**src/rtl/imm_gen_pipe_if.sv**
```systemverilog
// Handshake and result bundle between the decode front end and the
// immediate generator. The master side is the producer/consumer pair
// around the block and the slave side is the generator itself.
interface imm_gen_pipe_if #(
  parameter int INSTRUCTION = 32,
  parameter int XLEN        = 32,
  parameter int CNT_W       = 16
);
  logic                   flush;
  logic                   in_valid;
  logic                   in_ready;
  logic [INSTRUCTION-1:0] instruction;
  logic                   out_valid;
  logic                   out_ready;
  logic [INSTRUCTION-1:0] out_instr;
  logic [XLEN-1:0]        imme;
  logic [2:0]             fmt;
  logic                   illegal;
  logic [CNT_W-1:0]       illegal_cnt;

  modport master (
    output flush, in_valid, instruction, out_ready,
    input  in_ready, out_valid, out_instr, imme, fmt, illegal, illegal_cnt
  );

  modport slave (
    input  flush, in_valid, instruction, out_ready,
    output in_ready, out_valid, out_instr, imme, fmt, illegal, illegal_cnt
  );
endinterface

```
**src/rtl/imm_gen_pipe.sv**
```systemverilog
// Two-stage immediate generator for the decode path.
// Stage 1 latches the instruction and its format class (from the opcode);
// stage 2 holds the assembled, sign-extended immediate for the operand mux.
// Both stages use a valid/ready pipeline where a stage may load whenever it
// is empty or its content is leaving in the same cycle.
module imm_gen_pipe #(
  parameter int INSTRUCTION = 32,
  parameter int XLEN        = 32,
  parameter int CNT_W       = 16
) (
  input logic          clk,
  input logic          rst_n,
  imm_gen_pipe_if.slave bus
);

  typedef enum logic [2:0] {
    FMT_R   = 3'd0,
    FMT_I   = 3'd1,
    FMT_S   = 3'd2,
    FMT_B   = 3'd3,
    FMT_U   = 3'd4,
    FMT_J   = 3'd5,
    FMT_ILL = 3'd7
  } fmt_e;

  // Opcode to format class. The W-variants only exist on a 64-bit datapath.
  function automatic fmt_e classify(input logic [6:0] op);
    fmt_e f;
    f = FMT_ILL;
    case (op)
      7'b0010011, 7'b0000011, 7'b1100111,
      7'b1110011, 7'b0001111:             f = FMT_I;
      7'b0100011:                         f = FMT_S;
      7'b1100011:                         f = FMT_B;
      7'b0110111, 7'b0010111:             f = FMT_U;
      7'b1101111:                         f = FMT_J;
      7'b0110011:                         f = FMT_R;
      7'b0011011: if (XLEN == 64)         f = FMT_I;
      7'b0111011: if (XLEN == 64)         f = FMT_R;
      default:                            f = FMT_ILL;
    endcase
    return f;
  endfunction

  logic                   s1_valid;
  logic [INSTRUCTION-1:0] s1_instr;
  fmt_e                   s1_fmt;

  logic                   s2_valid;
  logic [INSTRUCTION-1:0] s2_instr;
  fmt_e                   s2_fmt;
  logic [XLEN-1:0]        s2_imme;
  logic                   s2_illegal;

  logic [CNT_W-1:0]       ill_cnt;

  logic                   adv1;
  logic                   adv2;
  logic                   out_xfer;
  logic [31:0]            imm32;
  logic [XLEN-1:0]        imm_s1;

  assign adv2     = !s2_valid || bus.out_ready;
  assign adv1     = !s1_valid || adv2;
  assign out_xfer = s2_valid && bus.out_ready;

  assign bus.in_ready    = adv1 && !bus.flush;
  assign bus.out_valid   = s2_valid;
  assign bus.out_instr   = s2_instr;
  assign bus.imme        = s2_imme;
  assign bus.fmt         = s2_fmt;
  assign bus.illegal     = s2_illegal;
  assign bus.illegal_cnt = ill_cnt;

  // Assemble the 32-bit immediate of the stage-1 instruction; R and illegal yield zero.
  always_comb begin
    imm32 = '0;
    case (s1_fmt)
      FMT_I:   imm32 = {{20{s1_instr[31]}}, s1_instr[31:20]};
      FMT_S:   imm32 = {{20{s1_instr[31]}}, s1_instr[31:25], s1_instr[11:7]};
      FMT_B:   imm32 = {{19{s1_instr[31]}}, s1_instr[31], s1_instr[7],
                        s1_instr[30:25], s1_instr[11:8], 1'b0};
      FMT_U:   imm32 = {s1_instr[31:12], 12'b0};
      FMT_J:   imm32 = {{11{s1_instr[31]}}, s1_instr[31], s1_instr[19:12],
                        s1_instr[20], s1_instr[30:21], 1'b0};
      default: imm32 = '0;
    endcase
  end

  // Bit 31 of every assembled form is the instruction sign bit, so widening is a plain sign extension.
  assign imm_s1 = XLEN'($signed(imm32));

  // Stage 1: capture instruction and classify its opcode; flush empties the stage.
  always_ff @(posedge clk or negedge rst_n) begin
    if (!rst_n) begin
      s1_valid <= 1'b0;
      s1_instr <= '0;
      s1_fmt   <= FMT_R;
    end else if (bus.flush) begin
      s1_valid <= 1'b0;
    end else if (adv1) begin
      s1_valid <= bus.in_valid;
      if (bus.in_valid) begin
        s1_instr <= bus.instruction;
        s1_fmt   <= classify(bus.instruction[6:0]);
      end
    end
  end

  // Stage 2: register the result; data only changes when a new entry moves in, so it holds under backpressure.
  always_ff @(posedge clk or negedge rst_n) begin
    if (!rst_n) begin
      s2_valid   <= 1'b0;
      s2_instr   <= '0;
      s2_fmt     <= FMT_R;
      s2_imme    <= '0;
      s2_illegal <= 1'b0;
    end else if (bus.flush) begin
      s2_valid <= 1'b0;
    end else if (adv2) begin
      s2_valid <= s1_valid;
      if (s1_valid) begin
        s2_instr   <= s1_instr;
        s2_fmt     <= s1_fmt;
        s2_imme    <= imm_s1;
        s2_illegal <= (s1_fmt == FMT_ILL);
      end
    end
  end

  // Saturating count of illegal results delivered; an entry dropped by flush is never delivered.
  always_ff @(posedge clk or negedge rst_n) begin
    if (!rst_n) begin
      ill_cnt <= '0;
    end else if (!bus.flush && out_xfer && s2_illegal && (ill_cnt != {CNT_W{1'b1}})) begin
      ill_cnt <= ill_cnt + CNT_W'(1);
    end
  end

endmodule

```
**src/flat_wrapper.sv**
```systemverilog
// flat-port wrapper written by rule: the top's interface ports become plain ports
module imm_gen_pipe_flat 
#(
  parameter int INSTRUCTION = 32,
  parameter int XLEN        = 32,
  parameter int CNT_W       = 16
)
  (clk, rst_n, bus_flush, bus_in_valid, bus_instruction, bus_out_ready, bus_in_ready, bus_out_valid, bus_out_instr, bus_imme, bus_fmt, bus_illegal, bus_illegal_cnt);
  imm_gen_pipe_if #(.INSTRUCTION(INSTRUCTION), .XLEN(XLEN), .CNT_W(CNT_W)) bus_i ();
  input logic clk;
  input logic rst_n;
  input wire logic [$bits(bus_i.flush)-1:0] bus_flush;
  input wire logic [$bits(bus_i.in_valid)-1:0] bus_in_valid;
  input wire logic [$bits(bus_i.instruction)-1:0] bus_instruction;
  input wire logic [$bits(bus_i.out_ready)-1:0] bus_out_ready;
  output wire logic [$bits(bus_i.in_ready)-1:0] bus_in_ready;
  output wire logic [$bits(bus_i.out_valid)-1:0] bus_out_valid;
  output wire logic [$bits(bus_i.out_instr)-1:0] bus_out_instr;
  output wire logic [$bits(bus_i.imme)-1:0] bus_imme;
  output wire logic [$bits(bus_i.fmt)-1:0] bus_fmt;
  output wire logic [$bits(bus_i.illegal)-1:0] bus_illegal;
  output wire logic [$bits(bus_i.illegal_cnt)-1:0] bus_illegal_cnt;
  assign bus_i.flush = bus_flush;
  assign bus_i.in_valid = bus_in_valid;
  assign bus_i.instruction = bus_instruction;
  assign bus_i.out_ready = bus_out_ready;
  assign bus_in_ready = bus_i.in_ready;
  assign bus_out_valid = bus_i.out_valid;
  assign bus_out_instr = bus_i.out_instr;
  assign bus_imme = bus_i.imme;
  assign bus_fmt = bus_i.fmt;
  assign bus_illegal = bus_i.illegal;
  assign bus_illegal_cnt = bus_i.illegal_cnt;
  imm_gen_pipe #(.INSTRUCTION(INSTRUCTION), .XLEN(XLEN), .CNT_W(CNT_W)) u_core (.clk(clk), .rst_n(rst_n), .bus(bus_i));
endmodule
```
**config.mk**
```make
export PLATFORM = sky130hd
export DESIGN_NAME = imm_gen_pipe_flat
export DESIGN_NICKNAME = d
export VERILOG_FILES = /design/src/rtl/imm_gen_pipe_if.sv /design/src/rtl/imm_gen_pipe.sv /design/src/flat_wrapper.sv
export SDC_FILE = /design/constraint.sdc
export NUM_CORES = 1
export LEC_CHECK = 0
export CELL_PAD_IN_SITES_DETAIL_PLACEMENT = 0
export CELL_PAD_IN_SITES_GLOBAL_PLACEMENT = 1
export CORE_MARGIN = 2
export CORE_UTILIZATION = 40
export DETAILED_ROUTE_END_ITERATION = 6
export PLACE_DENSITY = 0.89
export SLEW_MARGIN = 0
export SYNTH_ARGS = -nofsm -noshare
export SYNTH_HDL_FRONTEND = slang
export SYNTH_SLANG_ARGS = --single-unit
```
**constraint.sdc**
```tcl
create_clock -name clk -period 2.5 [get_ports clk]
set_input_delay 0.5 -clock clk [delete_from_list [all_inputs] [get_ports clk]]
set_output_delay 0.5 -clock clk [all_outputs]
set_load 0.02 [all_outputs]
```
Yosys cells after proc, flatten, opt, wreduce, memory -nomap -nowiden
Cells that the tools add are included.
W data, S select, Z words.
{ "word_totals": {"word_cells": 51, "output_inout_bits": 86, "inputBits": 37, "reg_bits": 121} }
{ "classes": {"bitwise": 1, "addsub": 1, "n_eq_ne": 18, "mux": 6, "reduce_logical": 16} }
{ "op_table": {"columns": ["cell", "n"], "rows": [
  ["$pmux W32 S5", 1],
  ["$eq A7 B7 Y1 const B", 4],
  ["$eq A7 B6 Y1 const B", 3],
  ["$pmux W3 S6", 1],
  ["$add A16 B1 Y16 const B", 1],
  ["$ne A16 B16 Y1 const B", 1],
  ["$eq A7 B5 Y1 const B", 2],
  ["$eq A3 B3 Y1 const B", 3],
  ["$eq A7 B2 Y1 const B", 1],
  ["$eq A7 B4 Y1 const B", 1],
  ["$eq A3 B2 Y1 const B", 2],
  ["$reduce_and A3 Y1", 2],
  ["$logic_and A1 B1 Y1", 5],
  ["$reduce_or A5 Y1", 1],
  ["$mux W1", 4],
  ["$reduce_bool A2 Y1", 2],
  ["$eq A3 B1 Y1 const B", 1],
  ["$logic_not A1 Y1", 3],
  ["$logic_or A1 B1 Y1", 2],
  ["$reduce_or A2 Y1", 1],
  ["$not A1 Y1", 1]
]} }

Depth between registers and ports, before layout
Gate-level depths: netlist of the first run.
{ "logic_depth": {"ltp_word": 5, "ltp_mapped": 7, "depth_no_buf": 5} }

Worst setup path before layout of the first run
OpenSTA, ideal clock, no wires.
{ "synth_timing": {"path_kind": "register to register", "from": "register u_core.ill_cnt[0] (netlist: u_core.bus.illegal_cnt[0])", "to": "register u_core.ill_cnt[1] (netlist: u_core.bus.illegal_cnt[1])", "setup_time_ns": 0.125, "arrival_ns": 1.722, "setup_slack_ns": 0.654, "stages_incl_launch_ff": 5, "period_less_slack_ns": 1.846, "required_time_ns": 2.375, "n_path_buf": 0, "cell_sequence": "dfrtp_1 -> ha_1 -> nand3_1 -> o41ai_4 -> mux2_2"} }
{ "synth_via": {"elab_chain_len": 2, "word_cells_on_any_way": 3, "classes_between": "add/sub (1); eq/ne (1); reduce/logical (1)"} }
{ "synth_rtl": {"columns": ["element", "line", "rtl"], "rows": [
  ["start, declared", "imm_gen_pipe.sv:55", "logic [CNT_W-1:0] ill_cnt;"],
  ["start signal, assigned", "imm_gen_pipe.sv:136", "ill_cnt <= ill_cnt + CNT_W'(1);"],
  ["parallel branches: the longest is 2 deep, another holds $add A16 B1 Y16", null, null]
]} }
Several ways; the timed one is not identified.
A chain may end at the register's enable or synchronous reset.

Worst setup path in the final report of the first run
{ "layout_timing": {"from": "input bus_out_ready", "to": "output bus_in_ready"} }
{ "layout_via": {"elab_chain_len": 3} }
{ "layout_rtl": {"columns": ["element", "line", "rtl"], "rows": [
  ["start, declared", "flat_wrapper.sv:15", "input wire logic [$bits(bus_i.out_ready)-1:0] bus_out_ready;"],
  ["$logic_or A1 B1 Y1", "imm_gen_pipe.sv:63", "assign adv2 = !s2_valid || bus.out_ready;"],
  ["$logic_or A1 B1 Y1", "imm_gen_pipe.sv:64", "assign adv1 = !s1_valid || adv2;"],
  ["$logic_and A1 B1 Y1", "imm_gen_pipe.sv:67", "assign bus.in_ready = adv1 && !bus.flush;"],
  ["end, declared", "flat_wrapper.sv:16", "output wire logic [$bits(bus_i.in_ready)-1:0] bus_in_ready;"]
]} }
Every way passes these cells.

==> results of run 1 <==
[routing by layer]
metal / share of wire / track usage / vias up
met5: 0 / 0 / -
li1: - / - / 2035
met1: 0.44 / 0.256 / 2018
met4: 0.015 / 0.0802 / 0
met3: 0.038 / 0.0343 / 11
met2: 0.50 / 0.330 / 91
[kinds of logic (layout without fill, tap and decap cells)]
group / count (synthesis) / in the layout / share of synthesized area
buffers and inverters: 32 / 172 / 0.0258
DFF: 121 / 121 / 0.599
muxes: 5 / 5 / 0.0109
and+or+nand+nor: 309 / 309 / 0.262
AOI/OAI and AO/OA: 61 / 61 / 0.0808
adders and majority gates: 1 / 1 / 0.00248
xor gates and xnor gates: 11 / 11 / 0.0191
[sequential cells by signal, summed over array words and instances (netlist names)]
register / flops
u_core.bus.imme: 32
u_core.bus.out_instr: 32
u_core.s1_instr: 32
u_core.bus.illegal_cnt: 16
u_core.bus.fmt: 3
u_core.s1_fmt: 3
u_core.bus.illegal: 1
u_core.bus.out_valid: 1
u_core.s1_valid: 1
[power breakdown]
group          internal [mW]  switching [mW]  leakage (nW)
registers               2.24           0.222          1.54
clock network           1.49           0.931         0.285
logic                  0.574           0.635          1.50
total                   4.30            1.79          3.33
[metrics by stage]
| step | area, um2 | util | total power, mW | instances | setup slack (ns) |
|---|---|---|---|---|---|
| 2_1_floorplan | 5050 | - | 3.02 | 540 | 0.654 |
| 3_3_place_gp | 6520 | 0.523 | 3.69 | 820 | 0.0350 |
| 3_5_place_dp | 6520 | 0.523 | 3.72 | 820 | -0.0287 |
| 4_1_cts | 7120 | 0.571 | 6.15 | 852 | 0.0167 |
| 5_1_grt | 7120 | 0.571 | 6.37 | 852 | 0.278 |
| 6_report | 7120 | 0.571 | 6.09 | 852 | 0.374 |
[cells in the final DEF (no fill, tap or decap), types with 5 or more instances in the layout]
cell	count
o21ai_0	14
nand4_1	5
a22o_1	6
nand3_1	8
buf_4	13
xor2_1	6
a31oi_1	13
xnor2_1	5
dfrtp_1	121
clkbuf_16	17
nor2b_1	6
inv_6	5
nand2_1	228
clkinv_4	5
a21oi_1	15
clkdlybuf4s50_1	120
nor3_1	6
nor2_1	33
[layout make-up]
class,instances,share of cell area
clock buffers,17,0.0598
well taps,172,0.0302
multi-input cells,387,0.267
repair buffers,137,0.193
inverters,3,0.00158
clock inverters,15,0.0236
flip-flops and latches,121,0.425
[worst paths after layout]
kind	endpoint	slack, ns	startpoint
max in group asynchronous	u_core.bus.imme[21]	1.65	rst_n
worst max-delay path	bus_in_ready	0.37	bus_out_ready
worst min-delay path	u_core.s1_instr[3]	0.09	rst_n
worst max register to register	u_core.bus.imme[10]	0.51	u_core.bus.out_valid
worst min register to register	u_core.bus.out_instr[2]	0.47	u_core.s1_instr[2]
min in group clk	u_core.bus.out_instr[2]	0.47	u_core.s1_instr[2]
[timing repair]
item	in CTS	in global routing
gates resized for setup	1	1
gates cloned	0	0
pin swaps	0	0
setup endpoints to repair	1	1
[critical path, delay by kind of cell]
| kind | cells | cell delay [ns] |
|---|---|---|
| buffers and inverters | 2 | 0.68 |
| AND/OR/NAND/NOR | 3 | 0.44 |
==> results_dict.tcl, run 1 <==
set metrics [dict create \
    run_status "finished, final reports clean" \
    critPathMaxStageDelay_ns 0.47 \
    synth_most_common_cell "nand2_1" \
    ys_warn_count 0 \
    finalHoldViolations 0 \
    grt_max_degree 45 \
    synth_seq_cells 121 \
    yosysTopAreaCellShare 0.599 \
    synthDistinctLibCells 43 \
    path_max_fanout 4 \
    core_um2 12500 \
    initial_core_util 0.405 \
    h-tree-depth 4 \
    drc 0 \
    timing.fmax_mhz 470 \
    areaGrowthSynthToFinish_pct 40.9 \
    vias 4155 \
    die_h_um 116 \
    rsz0062_at_grt "false" \
    finalSetupViolCount 0 \
    dieArea_um2 13500 \
    worst_slew_pin_slew_ns 0.580 \
    min_path_type "primary input to asynchronous set/reset pin" \
    p_leak_nw 3.33 \
    synthArstFlopShare 1.00 \
    regArea_um2 3030 \
    multi_input_area_um2 1900 \
    min_period_over_period 0.850 \
    syn_nets 578 \
    drtAntennaViolNets 0 \
    cp.required_ns 2.00 \
    pwr_density_cell_nw_per_um2 855 \
    wl_mm 12.7 \
    portBuffers 122 \
    synth_commonest_cells "nand2_1 (228), dfrtp_1 (121), nor2_1 (33)" \
    ir_worst_vdd_mv 0.450 \
    cts.reportedPaths.clkPinSlew_ns 0.06 \
    post_cts_buffers 0 \
    synth.area.top_cells "dfrtp_1 (60%), nand2_1 (17%), nor2_1 (2.5%)" \
    tns_ns 0 \
    via_per_inst 4.88 \
    hold_ws_ns 0.0924 \
    rows 41 \
    fin_crit_ns 2.13 \
    max_slew_margin 0.610 \
    wire_per_inst_um 14.9 \
    crit_chain "clkdlybuf4s50_1 -> nor2b_2 -> and2_1 -> nor2_1 -> dlymetal6s2s_1" \
    first_iter_violations 260 \
    cts_root_buf "clkbuf_16" \
    ioPinCount 123 \
    synth_ff_type "dfrtp_1" \
    diodes 0 \
    cts_hold_buf 0 \
    numCtsBuffers 17 \
    grt_use_total 0.198 \
    cts_tree "built" \
    r2r_cells 4 \
    clk_latency_ns 0.41 \
    grt_pass1_wl_mm 20.8 \
    synth_edf_count 0 \
    grt_pass1_vias 4162 \
    arrival_ns 1.63 \
    cts.sinks 121 \
    antenna_found_initial 0 \
    gp_congestion 0.788 \
    fp.dieW_um 116 \
    dr.pass1.iters 4 \
    syn_area_um2 5050 \
    critPathLaunchType "primary input" \
    postSynthCellCount 540 \
    yosysTopAreaCell "dfrtp_1" \
    fillers 1092 \
    fin_nets 705 \
    finClkSkew_ns 0.0165 \
    maxCapViolCount 0 \
    maxSlewViolCount 0 \
    crit_type "primary input to output port" \
    grt_overflow 0 \
    dp_hpwl_mm 9.08 \
    drive_gt1_frac 0.0912 \
    worstSetupEndpointType "output port" \
    slowest_stage "clkdlybuf4s50_1" \
    cts_max_path_buffers 2 \
    yosysSeqAreaShare 0.599 \
    avgSynthCellArea_um2 9.35 \
]
No activity file was read; power rests on OpenSTA's default activity.
==> run 2: changes to the inputs <==
--- a/config.mk
+++ b/config.mk
@@ -8,9 +8,9 @@
 export CELL_PAD_IN_SITES_DETAIL_PLACEMENT = 0
 export CELL_PAD_IN_SITES_GLOBAL_PLACEMENT = 1
 export CORE_MARGIN = 2
-export CORE_UTILIZATION = 40
+export CORE_UTILIZATION = 33
 export DETAILED_ROUTE_END_ITERATION = 6
-export PLACE_DENSITY = 0.89
+export PLACE_DENSITY = 0.79
 export SLEW_MARGIN = 0
 export SYNTH_ARGS = -nofsm -noshare
 export SYNTH_HDL_FRONTEND = slang
==> constraint.sdc (replaced) <==
create_clock -name clk -period 1.95 [get_ports clk]
set_input_delay 0.39 -clock clk [delete_from_list [all_inputs] [get_ports clk]]
set_output_delay 0.39 -clock clk [all_outputs]
set_load 0.02 [all_outputs]
==> run 2 against run 1 <==
  * Register-to-register slack got worse by 0.37 ns
  * Combinational power increased by 32%
  * Critical path depth down 4
  * Total power rose by 29%
  * Wire length increased by 6.2%
  * Largest power group unchanged
  * Critical endpoint is now bus_illegal_cnt[2]
  * Via count up 2.5%
==> results_dict.tcl, run 2 (synthesis gave the netlist of run 1 again) <==
set metrics [dict create \
    path_max_fanout 6 \
    arrival_ns 1.50 \
    maxCapViolCount 0 \
    pwr_density_cell_nw_per_um2 1080 \
    dp_hpwl_mm 9.68 \
    post_cts_buffers 0 \
    cp.required_ns 1.56 \
    p_sw_mw 2.19 \
    drtAntennaViolNets 0 \
    final_common_cell "nand2_1" \
    finClkSkew_ns 0.0147 \
    power_mw 7.83 \
    grt_use_total 0.175 \
    min_path_type "flop to flop" \
    die_h_um 128 \
    slowest_stage "clkdlybuf4s50_1" \
    clkPwrFrac 0.393 \
    timing.rr.start "u_core.bus.illegal_cnt[1]" \
    worst_slew_pin_slew_ns 0.559 \
    cts.reportedPaths.clkPinSlew_ns 0.06 \
    min_period_over_period 0.971 \
    diodes 0 \
    vias 4260 \
    crit_chain "clkdlybuf4s50_1" \
    run_status "finished, final reports clean" \
    portBuffers 122 \
    fin_util 0.482 \
    grt_pass1_wl_mm 22.0 \
    final_cell_mix "nand2_1 (228), dfrtp_1 (121), clkdlybuf4s50_1 (116)" \
    grt_overflow 0 \
    ir_worst_vdd_mv 0.652 \
    first_iter_violations 237 \
    rows 45 \
    areaGrowthSynthToFinish_pct 44.1 \
    crit_family "buffers and inverters" \
    finalHoldViolations 0 \
    ioPinCount 123 \
    fin_nets 720 \
    drive_gt1_frac 0.105 \
    cts.sinks 121 \
    finalSetupViolCount 0 \
    antenna_found_initial 0 \
    wire_per_inst_um 15.3 \
    tns_ns 0 \
    cts_tree "built" \
    rsz0062_at_grt "false" \
    fillers 1430 \
    cts_root_buf "clkbuf_16" \
    multi_input_area_um2 1900 \
    dr.pass1.iters 5 \
    crit_type "flop to output port" \
    p_leak_nw 3.47 \
    dieArea_um2 16300 \
    r2r_setup_slack_ns 0.14 \
    maxSlewViolCount 0 \
    core_um2 15100 \
    worstSetupEndpointType "output port" \
    regArea_um2 3030 \
    clk_latency_ns 0.42 \
    h-tree-depth 4 \
    initial_core_util 0.335 \
    wl_mm 13.5 \
    max_slew_margin 0.627 \
    swShare 0.280 \
    fp.dieW_um 128 \
    cts_max_path_buffers 2 \
    comb_power_share 0.204 \
    via_per_inst 4.82 \
    min-delay-start "u_core.bus.out_instr[27]" \
    critPathLaunch "u_core.bus.illegal_cnt[2]" \
    critPathMaxStageDelay_ns 0.64 \
    gp_congestion 0.805 \
    grt_max_degree 41 \
    critPathLaunchType "flop" \
    fin_crit_ns 1.89 \
    critPathBufInv 1 \
    grt_pass1_vias 4293 \
    drc 0 \
    numCtsBuffers 17 \
    p_seq_frac 0.403 \
    timing.fmax_mhz 528 \
    p_int_mw 5.64 \
]
## run 2: path summary, 6_finish.rpt
check,to,cells past startpoint
worst max-delay path,bus_illegal_cnt[2],1
worst min-delay path,u_core.bus.out_instr[27],2
worst max register to register,u_core.bus.illegal_cnt[1],4
worst min register to register,u_core.bus.out_instr[27],2
max in group asynchronous,u_core.bus.imme[21],3
min in group asynchronous,u_core.bus.imme[18],2
## run 2: power by group through the flow
stage | logic [mW] | registers (mW) | clock network, mW
after floorplan | 0.419 | 3.46 | 0
after global placement | 1.60 | 3.18 | 0
after detailed placement | 1.62 | 3.19 | 0
after CTS | 1.63 | 3.16 | 3.16
after global routing | 1.75 | 3.20 | 3.29
final | 1.60 | 3.15 | 3.08
## run 2: layout make-up
| type | count | area share |
|---|---|---|
| clock inverter | 8 | 0.0127 |
| clock buffer | 24 | 0.0675 |
| tap | 188 | 0.0323 |
| sequential | 121 | 0.416 |
| multi-input combinational | 387 | 0.261 |
| timing repair buffer | 152 | 0.209 |
| inverter | 3 | 0.00155 |
## run 2: per-layer routing
layer,part of all wire,global-route usage,up-vias
met3,0.053,0.0534,14
met1,0.46,0.233,2073
met2,0.48,0.276,113
li1,-,-,2060
met5,0,0,-
met4,0.0099,0.0556,0
## run 2: timing repair
action,4_1_cts,5_1_grt
resized for setup,4,4
endpoints found under the setup margin,2,4
hold endpoints to repair,36,0
hold buffers,1,0
## run 2: metrics by stage
step	hold WS (ns)	cell area [um2]	std cells	setup slack [ns]
floorplan	0.0944	5050	540	0.104
global placement	0.414	6680	850	-0.237
detailed placement	0.420	6680	850	-0.233
CTS	0.474	7280	883	0.00497
global route	0.488	7280	883	0.000211
finish	0.474	7280	883	0.0556
## run 2: worst register-to-register path, cell delays in order (launching register included)
cell and delay (ns):
dfrtp_1 0.43, ha_1 0.23, nand3_1 0.15, o41ai_4 0.49
mux2_2 0.38
